### src/rtl/snake_stream_pkg.sv
// Shared types and default geometry for the snake segment streamer.
package snake_stream_pkg;

  typedef enum logic [1:0] {
    DirUp    = 2'd0,
    DirDown  = 2'd1,
    DirLeft  = 2'd2,
    DirRight = 2'd3
  } dir_e;

  typedef struct packed {
    logic [4:0] x;
    logic [3:0] y;
  } tile_t;

  typedef enum logic [1:0] {
    StIdle,
    StUpdate,
    StStream
  } state_e;

  localparam int unsigned MaxLen   = 32;
  localparam int unsigned StartLen = 3;
  localparam int unsigned StartX   = 4;
  localparam int unsigned StartY   = 7;
  localparam int unsigned LenW     = 6;

  // Up/down and left/right differ only in bit 0.
  function automatic dir_e dir_opposite(dir_e d);
    return dir_e'({d[1], ~d[0]});
  endfunction

endpackage

### src/rtl/snake_stream_dir_step.sv
// Moves a tile one step in a direction, wrapping at the field edges.
module snake_stream_dir_step
  import snake_stream_pkg::*;
(
  input  tile_t tile_i,
  input  dir_e  dir_i,
  output tile_t tile_o
);

  always_comb begin
    tile_o = tile_i;
    unique case (dir_i)
      DirUp:    tile_o.y = tile_i.y - 4'd1;
      DirDown:  tile_o.y = tile_i.y + 4'd1;
      DirLeft:  tile_o.x = tile_i.x - 5'd1;
      DirRight: tile_o.x = tile_i.x + 5'd1;
      default:  tile_o = tile_i;
    endcase
  end

endmodule

### src/rtl/snake_stream.sv
// Snake body store (head tile + tail-ward direction chain) that streams every
// segment position once per pass and applies accepted moves between passes.
module snake_stream
  import snake_stream_pkg::*;
#(
  parameter int unsigned MAX_LEN   = MaxLen,
  parameter int unsigned START_LEN = StartLen,
  parameter int unsigned START_X   = StartX,
  parameter int unsigned START_Y   = StartY
) (
  input  logic       clk,
  input  logic       rst_n,
  input  logic       game_rst_n,
  input  logic       move_req,
  input  logic [1:0] move_dir,
  input  logic       move_grow,
  output logic       move_ack,
  output logic [4:0] snake_head_x,
  output logic [3:0] snake_head_y,
  output logic [4:0] snake_x,
  output logic [3:0] snake_y,
  output logic [1:0] snake_dir,
  output logic       snake_first,
  output logic       snake_last,
  output logic       snake_valid,
  output logic [5:0] snake_len,
  output logic       full,
  output logic       self_hit
);

  state_e                 state_q, state_d;
  tile_t                  head_q, head_d;
  tile_t                  pos_q, pos_d;
  logic [2*MAX_LEN-1:0]   dir_q, dir_d;
  logic [LenW-1:0]        len_q, len_d;
  logic [LenW-1:0]        k_q, k_d;
  logic                   pass_hit_q, pass_hit_d;
  logic                   self_hit_q, self_hit_d;

  tile_t                  out_tile_q, out_tile_d;
  dir_e                   out_dir_q, out_dir_d;
  logic                   out_first_q, out_first_d;
  logic                   out_last_q, out_last_d;
  logic                   out_valid_q, out_valid_d;

  tile_t                  head_step;
  tile_t                  walk_cur;
  tile_t                  walk_next;
  dir_e                   cur_dir;
  logic                   cur_hit;
  logic                   len_full;

  assign len_full = (len_q == LenW'(MAX_LEN));

  // Beat 0 is the head itself; later beats come from the walking register.
  assign walk_cur = (k_q == '0) ? head_q : pos_q;
  assign cur_hit  = (k_q != '0) && (walk_cur == head_q);

  always_comb begin
    cur_dir = DirLeft;
    for (int unsigned i = 0; i < MAX_LEN; i++) begin
      if (k_q == LenW'(i)) cur_dir = dir_e'(dir_q[2*i +: 2]);
    end
  end

  snake_stream_dir_step u_head_step (
    .tile_i (head_q),
    .dir_i  (dir_e'(move_dir)),
    .tile_o (head_step)
  );

  snake_stream_dir_step u_walk_step (
    .tile_i (walk_cur),
    .dir_i  (cur_dir),
    .tile_o (walk_next)
  );

  always_comb begin
    state_d     = state_q;
    head_d      = head_q;
    pos_d       = pos_q;
    dir_d       = dir_q;
    len_d       = len_q;
    k_d         = k_q;
    pass_hit_d  = pass_hit_q;
    self_hit_d  = self_hit_q;
    out_tile_d  = out_tile_q;
    out_dir_d   = out_dir_q;
    out_first_d = out_first_q;
    out_last_d  = out_last_q;
    out_valid_d = 1'b0;

    case (state_q)
      StIdle: begin
        k_d        = '0;
        pass_hit_d = 1'b0;
        state_d    = move_req ? StUpdate : StStream;
      end
      StUpdate: begin
        head_d = head_step;
        dir_d  = {dir_q[2*MAX_LEN-3:0], 2'(dir_opposite(dir_e'(move_dir)))};
        if (move_grow && !len_full) len_d = len_q + LenW'(1);
        state_d = StStream;
      end
      StStream: begin
        out_valid_d = 1'b1;
        out_tile_d  = walk_cur;
        out_dir_d   = cur_dir;
        out_first_d = (k_q == '0);
        out_last_d  = (k_q == len_q - LenW'(1));
        pos_d       = walk_next;
        pass_hit_d  = pass_hit_q | cur_hit;
        if (k_q == len_q - LenW'(1)) begin
          self_hit_d = self_hit_q | pass_hit_q | cur_hit;
          state_d    = StIdle;
        end else begin
          k_d = k_q + LenW'(1);
        end
      end
      default: state_d = StIdle;
    endcase
  end

  always_ff @(posedge clk) begin
    if (!rst_n || !game_rst_n) begin
      state_q     <= StIdle;
      head_q      <= '{x: 5'(START_X), y: 4'(START_Y)};
      pos_q       <= '0;
      dir_q       <= {MAX_LEN{2'(DirLeft)}};
      len_q       <= LenW'(START_LEN);
      k_q         <= '0;
      pass_hit_q  <= 1'b0;
      self_hit_q  <= 1'b0;
      out_tile_q  <= '0;
      out_dir_q   <= DirLeft;
      out_first_q <= 1'b0;
      out_last_q  <= 1'b0;
      out_valid_q <= 1'b0;
    end else begin
      state_q     <= state_d;
      head_q      <= head_d;
      pos_q       <= pos_d;
      dir_q       <= dir_d;
      len_q       <= len_d;
      k_q         <= k_d;
      pass_hit_q  <= pass_hit_d;
      self_hit_q  <= self_hit_d;
      out_tile_q  <= out_tile_d;
      out_dir_q   <= out_dir_d;
      out_first_q <= out_first_d;
      out_last_q  <= out_last_d;
      out_valid_q <= out_valid_d;
    end
  end

  // Acknowledge is suppressed while either reset is held so reset always wins.
  assign move_ack     = (state_q == StUpdate) && rst_n && game_rst_n;
  assign snake_head_x = head_q.x;
  assign snake_head_y = head_q.y;
  assign snake_x      = out_tile_q.x;
  assign snake_y      = out_tile_q.y;
  assign snake_dir    = 2'(out_dir_q);
  assign snake_first  = out_first_q;
  assign snake_last   = out_last_q;
  assign snake_valid  = out_valid_q;
  assign snake_len    = len_q;
  assign full         = len_full;
  assign self_hit     = self_hit_q;

endmodule

### config.mk
export PLATFORM = sky130hd
export DESIGN_NAME = snake_stream
export DESIGN_NICKNAME = d
export VERILOG_FILES = /design/src/rtl/snake_stream_pkg.sv /design/src/rtl/snake_stream_dir_step.sv /design/src/rtl/snake_stream.sv
export SDC_FILE = /design/constraint.sdc
export NUM_CORES = 1
export LEC_CHECK = 0
export CORE_AREA = 5 5 110 112
export DETAILED_ROUTE_END_ITERATION = 12
export DIE_AREA = 0 0 115 117
export HOLD_SLACK_MARGIN = 0.12
export PLACE_DENSITY = 0.84
export SLEW_MARGIN = 20
export SYNTH_ARGS = -nofsm -noshare
export SYNTH_HDL_FRONTEND = slang
export SYNTH_SLANG_ARGS = --single-unit
### constraint.sdc
create_clock -name clk -period 4.4 [get_ports clk]
set_input_delay 0.66 -clock clk [delete_from_list [all_inputs] [get_ports clk]]
set_output_delay 0.66 -clock clk [all_outputs]
set_load 0.02 [all_outputs]
After elaboration in Yosys (flattened, before gate mapping)
Index checks and enable logic that the tools add are counted.
{"block": "classes", "add_sub_neg": 11, "n_mul": 0, "div_mod_pow": 0, "magnitude_cmp": 0, "eq_ne": 44, "shift": 0, "mux": 44, "bitwise_logic": 4, "n_reduce_logical": 21}
{"op": "6-bit by 5-bit == test with 1-bit output, second input constant", "n": 16}
{"op": "2-bit 2-to-1 mux", "n": 34}
{"op": "6-bit by 4-bit == test with 1-bit output, second input constant", "n": 8}
{"op": "6-bit by 3-bit == test with 1-bit output, second input constant", "n": 4}
{"op": "5-bit one-hot mux with 2 select lines", "n": 2}
{"op": "4-bit one-hot mux with 2 select lines", "n": 2}
{"op": "6-bit by 1-bit adder with 6-bit output, second input constant", "n": 2}
{"op": "6-bit by 2-bit == test with 1-bit output, second input constant", "n": 2}
{"op": "6-bit one-hot mux with 2 select lines", "n": 1}
{"op": "5-bit by 1-bit adder with 5-bit output, second input constant", "n": 2}
{"op": "2-bit == test, second input constant", "n": 5}
{"op": "2-bit AND reduction", "n": 5}
{"op": "5-bit by 1-bit subtractor with 5-bit output, second input constant", "n": 2}
{"op": "9-bit == test", "n": 1}
{"op": "9-bit 2-to-1 mux", "n": 1}
{"op": "4-bit by 1-bit adder with 4-bit output, second input constant", "n": 2}
{"op": "4-bit by 1-bit subtractor with 4-bit output, second input constant", "n": 2}
{"op": "2-bit by 1-bit == test with 1-bit output, second input constant", "n": 3}
{"op": "6-bit by 1-bit == test with 1-bit output, second input constant", "n": 1}
{"op": "6-bit == test", "n": 1}
{"op": "6-bit == test, second input constant", "n": 1}
{"op": "2-bit zero test", "n": 3}
{"op": "6-bit zero test", "n": 1}
{"op": "6-bit 2-to-1 mux", "n": 1}
{"op": "other kinds (12)", "n": 22}
{"block": "word_totals", "regBits": 112, "latch_bits": 0, "ramBits": 0, "mem_bits_ro": 0, "in_bits": 7, "out_inout_bits": 32, "elab_cells": 140, "mem_count": 0}

Logic depth before layout (Yosys ltp)
Gate-level depths: netlist of the first run.
{"block": "depth", "depth_word": 35, "depth_mapped": 20, "mapped_depth_nobuf": 18}

By module
A second synthesis of the first run with hierarchy kept.
{"block": "unflattened", "hier_cells": 817, "hier_area_um2": 6332.3}
{"module": "snake_stream", "n_inst": 1, "cells_each": 728, "area_each_um2": 5601.6}
{"module": "snake_stream_dir_step (u_head_step)", "n_inst": 1, "cells_each": 45, "area_each_um2": 365.4}
{"module": "snake_stream_dir_step (u_walk_step)", "n_inst": 1, "cells_each": 44, "area_each_um2": 365.4}

Worst setup path after synthesis of the first run
OpenSTA, ideal clock, no wires.
{"block": "synth_timing", "path_type": "reg-to-reg", "from": "register k_q[0]", "to": "register pos_q[8] (netlist name)", "arrival_ps": 3588, "t_required_ps": 4280, "slack_ps": 692, "stages_incl_launch_ff": 21, "n_path_buf": 3, "period_less_slack_ps": 3708, "path_cell_list": "dfxtp_1 -> inv_1 -> ha_1 -> buf_2 -> buf_2 -> buf_2 -> nand2_1 -> o31ai_1 -> o211ai_1 -> o21ai_0 -> o21ai_1 -> nor2_2 -> nand2_1 -> xnor2_1 -> ha_1 -> o21ai_0 -> and3_1 -> mux2i_1 -> nor3_2 -> o2111a_1 -> o31a_1"}
{"block": "synth_between", "elab_chain_len": 35, "elab_cells_between_ends": 70}
{"element": "from (decl)", "line_no": "snake_stream.sv:36", "rtl": "logic [LenW-1:0] k_q, k_d;"}
{"element": "from (signal assigned)", "line_no": "snake_stream.sv:145", "rtl": "k_q <= k_d;"}
{"element": "6-bit zero test", "line_no": "snake_stream.sv:56, snake_stream.sv:62"}
{"element": "2-bit 2-to-1 mux (32 in a row)", "line_no": "snake_stream.sv:62", "rtl": "if (k_q == LenW'(i)) cur_dir = dir_e'(dir_q[2*i +: 2]);"}
{"element": "2-bit == test", "line_no": "snake_stream_dir_step.sv:12", "rtl": "unique case (dir_i)"}
{"element": "5-bit one-hot mux with 2 select lines *", "line_no": "snake_stream_dir_step.sv:12"}
{"element": "to (signal assigned)", "line_no": "snake_stream.sv:142", "rtl": "pos_q <= pos_d;"}
{"element": "to (decl)", "line_no": "snake_stream.sv:33", "rtl": "tile_t pos_q, pos_d;"}
Mark *: on every way between the ends. The rest lies on a longest branch, timed or not.
A chain may end at the register's enable or synchronous reset.

Final worst setup path of the first run
{"block": "layout_timing", "from": "register k_q[1]", "to": "register pos_q[3] (netlist name)"}
{"block": "layout_between", "elab_chain_len": 35, "elab_cells_between_ends": 70}
{"element": "6-bit zero test", "line_no": "snake_stream.sv:56, snake_stream.sv:62"}
{"element": "2-bit 2-to-1 mux (32 in a row)", "line_no": "snake_stream.sv:62"}
{"element": "2-bit by 1-bit == test with 1-bit output / 2-bit zero test (equally long branches)", "line_no": "snake_stream_dir_step.sv:12"}
{"element": "4-bit one-hot mux with 2 select lines *", "line_no": "snake_stream_dir_step.sv:12"}
Marked as above.

==> results.ini, run 1 <==
[worst_setup_path]
critPathKind=reg -> reg
crit_path_max_fanout=11
rr_worst_depth=17
crit_path_start_kind=flip-flop
cp-end-kind=flip-flop
cp.arrival_ns=4.37
cp.required_ns=4.71

[global_routing]
grt_max_degree=69
grt_pass1_wl_um=24300
grt_pass1_vias=4950
antenna_found_initial=0
grt-ovfl-total=0
track_usage_pct=22.2

[synthesis]
netlist.area_leader.share_pct=37.7
synth_ff_type=dfxtp_1
synth_area_leaders=dfxtp_1, nand2_1, a21oi_1, nor2_1, ha_1
yosysWarnings=0
ys_async_sr_fraction_pct=0
yosys.area.top_type=dfxtp_1
ys_seq_area_share_pct=37.7
syn_nets=802
syn-cell-area_um2=5950
ys_ff_latch=112
synth_edf_count=0
synth_cells=776
yosysUniqueCellTypes=69
avgSynthCellArea_um2=7.67

[route]
drcViolationCount=0
drt-vias-per-instance=5.86
via_count=5473
ant_nets=0
post_drt_wl_per_cell_um=15.3
routed_wl_um=14300
drt-pass1-iter-count=5
drt_iter0_drc=313

[floorplanning]
die_x_um=115
std_cell_rows=39
die_h_um=117
core_um2=11100
die_area_um2=13500
start_util_pct=53.5
io_pins=39

[min_path]
hold_class=reg -> reg
holdPathStages=2

[clock_tree]
cts_setup_buffers=0
clk_pin_slew_ns=0.08
clk_path_buf_depth=2
cts_sinks=112
cts_buffers=9
cts_root_buf=clkbuf_16
cts.htree.levels=3
cts_tree=built
clock_latency_ns=0.36

[timing]
fin_ws_ns=0.339
setup_viol=0
tns_ns=0
fmax_mhz=246
rsz0062_at_grt=false
finalCritPeriodShare_pct=92.3
post-route-min-period_ns=4.06
worst_pin_slew_ns=0.826
hold_viol_final=0
slew_headroom_pct=44.9
skew_ns=0.00985
maxSlewViolCount=0

[pwr]
clockPowerShare_pct=43.3
leakagePower_nw=2.54
p_sw_mw=0.496
intPower_mw=1.60
sequentialPowerShare_pct=49.5
switching_share_pct=23.6
combPwrFrac_pct=7.2
irDropWorstVdd_v=0.000271
powerDensity_nw_per_um2=310

[layout]
num_antenna_cells=0
final_cell_mix=nand2_1, dfxtp_1, a21oi_1
final_layout_size_suffix_gt1_share_pct=6.83
nets=812
final_common_cell=nand2_1
syn_to_final_growth_pct=13.9
fillerInstances=989

[job]
drv_cap=0

[place]
port_buffers=38
place.gp.congestion=0.936
pre_cts_slack_ns=0.384
dp_hpwl_um=9560

[run_status]
status=completed

==> worst paths after layout <==
path,start,end,slack [ns]
min,dir_q[62],dir_q[62],0.47
max reg2reg,k_q[1],pos_q[3],0.34
max,k_q[1],pos_q[3],0.34
min reg2reg,dir_q[62],dir_q[62],0.47
==> worst max-delay path, stage by stage, from the launching register on <==
cell and delay [ns]:
dfxtp_1 0.43, inv_1 0.11, ha_1 0.21, buf_4 0.18, inv_2 0.17, o311ai_1 0.13
and3_1 0.22, a311oi_1 0.34, o311ai_1 0.23, o21ai_4 0.34, o21ai_0 0.26, ha_1 0.34
a21o_1 0.16, a21oi_1 0.17, xor2_1 0.15, o21ai_1 0.11, or3_1 0.37, nand3_1 0.08
==> repair_timing <==
action,in CTS,in global routing
resized for setup,0,2
setup endpoints to repair,0,2
hold buffers,0,0
==> routing by layer <==
layer	global-route usage (%)	wire, um
met3	3.91	729
met4	8.53	306
met1	29.6	6470
met2	36.1	6830
met5	0	0
==> power groups by stage <==
stage / Clock [mW] / Sequential [mW] / Combinational [mW]
after CTS: 0.925 / 1.04 / 0.149
after global routing: 0.962 / 1.04 / 0.167
after detailed placement: 0 / 1.06 / 0.147
after floorplan: 0 / 1.06 / 0.105
final: 0.909 / 1.04 / 0.150
after global placement: 0 / 1.06 / 0.145
==> stage by stage <==
stage / area (um2) / hold slack (ns) / util [%] / power (mW) / cells
2_1_floorplan: 5950 / 0.432 / - / 1.17 / 776
3_3_place_gp: 6430 / 0.449 / 57.8 / 1.21 / 918
3_5_place_dp: 6430 / 0.456 / 57.8 / 1.21 / 918
4_1_cts: 6770 / 0.465 / 60.8 / 2.11 / 934
5_1_grt: 6780 / 0.480 / 60.9 / 2.17 / 934
6_report: 6780 / 0.466 / 60.9 / 2.10 / 934
==> registers in the layout (all words and copies together), names as in the netlist <==
register and flops:
dir_q 64, pos_q 9, k_q 6, snake_len 6, snake_head_x 5, snake_x 5, snake_head_y 4, snake_y 4
snake_dir 2, state_q 2, pass_hit_q 1, self_hit 1, snake_first 1, snake_last 1, snake_valid 1
==> Yosys cell counts (7+ instances only) <==
master    count
nor3_1       15
buf_1         9
xnor2_1      16
a211oi_1     10
a21oi_1      70
xor2_1       20
o21ai_0      24
buf_2        10
nand2b_1     11
o211ai_1     15
dfxtp_1     112
and3_1        7
a22oi_1      10
clkbuf_1     35
inv_1        16
ha_1         16
mux2i_1      12
nor2_1       56
nand2_1     175
nand3_1      39
==> final cells by class <==
type,instances,area (um2),area share [%]
Multi-Input combinational cell,589,3430,50.6
Inverter,20,75.1,1.11
Tap cell,143,179,2.64
Timing Repair Buffer,54,513,7.57
Clock inverter,6,96.3,1.42
Clock buffer,10,239,3.53
Sequential cell,112,2240,33.1
==> cell families (layout without fill, tap and decap cells) <==
family / count (synthesis) / count (layout) / synth area share, %
and+or+nand+nor: 341 / 341 / 25.7
AOI/OAI and AO/OA: 179 / 179 / 19.5
DFF: 112 / 112 / 37.7
buffers and inverters: 75 / 90 / 5.07
xor gates and xnor gates: 36 / 36 / 5.30
adders and majority gates: 19 / 19 / 4.37
muxes: 14 / 14 / 2.40
Power figures use the tool's default switching activity.
==> run 2: changes to the inputs <==
- ABC_CLOCK_PERIOD_IN_PS: not set -> 4400
- GPL_ROUTABILITY_DRIVEN: not set -> 0
==> results of run 2 <==
Same layout as run 1: the final DEF is identical, and so are final timing and power.
==> run 3: changes to the inputs <==
- SLEW_MARGIN: 20 -> 10
==> results.ini, run 3 (synthesis results as in run 1) <==
[run_status]
status=completed

[timing]
skew_ns=0.0115
hold_ws_ns=0.465
tns_ns=0
hold_viol_final=0
slew_headroom_pct=26.8
finalCritPeriodShare_pct=92.0
rsz0062_at_grt=false
worst_pin_slew_ns=1.09
post-route-min-period_ns=4.05
setup_viol=0
fmax_mhz=247
maxSlewViolCount=0

[layout]
num_antenna_cells=0
multi_input_area_um2=3430
regArea_um2=2240
syn_to_final_growth_pct=13.8
final_layout_size_suffix_gt1_share_pct=6.83
largest_registers=dir_q: 64 flops, pos_q: 9 flops
fin_util_pct=60.9
final_common_cell=nand2_1
largest_reg_flops=64
nets=812
final_cell_mix=nand2_1, dfxtp_1, a21oi_1
fin_cells=934
regMostFlops=dir_q
fillerInstances=990

[global_routing]
grt_pass1_vias=4950
grt-ovfl-total=0
antenna_found_initial=0
track_usage_pct=22.2
grt_pass1_wl_um=24300
grt_max_degree=69

[floorplanning]
die_x_um=115
start_util_pct=53.5
core_um2=11100
die_area_um2=13500
io_pins=39
std_cell_rows=39
die_h_um=117

[clock_tree]
clk_path_buf_depth=2
cts.htree.levels=3
cts_setup_buffers=0
cts_sinks=112
clk_pin_slew_ns=0.08
cts_tree=built
postCtsHoldBufs=0
clock_latency_ns=0.36
cts_root_buf=clkbuf_16
cts_buffers=9

[worst_setup_path]
cp.required_ns=4.71
reg2reg_from=k_q[1]
cp.arrival_ns=4.36
rr_worst_depth=17
crit_path_max_fanout=11
crit_path_start_kind=flip-flop
r2r_slack_ns=0.35
critPathKind=reg -> reg
r2r-end=pos_q[3]
cp-end-kind=flip-flop

[min_path]
hold_end=dir_q[62]
hold_class=reg -> reg
holdPathStages=2
hp-start=dir_q[62]

[route]
drt-vias-per-instance=5.81
drt-pass1-iter-count=5
drcViolationCount=0
post_drt_wl_per_cell_um=15.3
drt_iter0_drc=350
ant_nets=0
routed_wl_um=14300
via_count=5431

[place]
port_buffers=38
placed_cells=918
dp_hpwl_um=9560

[job]
drv_cap=0

[pwr]
powerDensity_nw_per_um2=311
leakagePower_nw=2.54
irDropWorstVdd_v=0.000273

-- run 3: cell counts in the layout (fill, tap and decap cells not counted) --
Identical to the previous run, type by type.
-- run 3: cell type report --
type | count | area share, %
flip-flops and latches | 112 | 33.1
clock inverters | 6 | 1.42
well taps | 143 | 2.64
clock buffers | 10 | 3.53
repair buffers | 54 | 7.58
multi-input cells | 589 | 50.6
inverters | 20 | 1.11
-- run 3: power by group --
| group | internal (mW) | switching (mW) |
|---|---|---|
| Clock | 0.523 | 0.391 |
| Sequential | 1.03 | 0.0144 |
| Combinational | 0.0554 | 0.0943 |
| Total | 1.60 | 0.499 |
-- run 3: worst max path at each step --
stage | startpoint | end | slack, ns | cells after the start
2_1_floorplan | k_q[0] | pos_q[8] | 0.69 | 20
3_3_place_gp | k_q[0] | pos_q[3] | 0.46 | 17
3_5_place_dp | k_q[0] | pos_q[3] | 0.38 | 17
4_1_cts | k_q[0] | pos_q[3] | 0.36 | 17
5_1_grt | k_q[1] | pos_q[3] | 0.01 | 17
6_report | k_q[1] | pos_q[3] | 0.35 | 17
-- run 3: worst max-delay path, cell delays in order, from the launching register on --
cell	delay, ns
dfxtp_1	0.43
inv_1	0.11
ha_1	0.21
buf_4	0.18
inv_2	0.17
o311ai_1	0.13
and3_1	0.22
a311oi_1	0.34
o311ai_1	0.23
o21ai_4	0.35
o21ai_0	0.26
ha_1	0.34
a21o_1	0.16
a21oi_1	0.17
xor2_1	0.15
o21ai_1	0.11
or3_1	0.37
nand3_1	0.08
-- run 3: stage by stage --
step,power (mW),setup slack [ns],area (um2)
final,2.10,0.353,6770
after global routing,2.17,0.0121,6770
after CTS,2.11,0.360,6770
after detailed placement,1.21,0.384,6430
after global placement,1.21,0.463,6430
after floorplan,1.17,0.692,5950
-- run 3: layer usage --
layer  wire length, um  track usage [%]
met2              6760             36.1
met5                 0                0
met3               814             3.91
met1              6430             29.6
met4               314             8.53
-- run 3: timing repair --
item	in CTS	in global routing
hold endpoints to repair	0	0
setup endpoints to repair	0	2
gates resized for setup	0	2
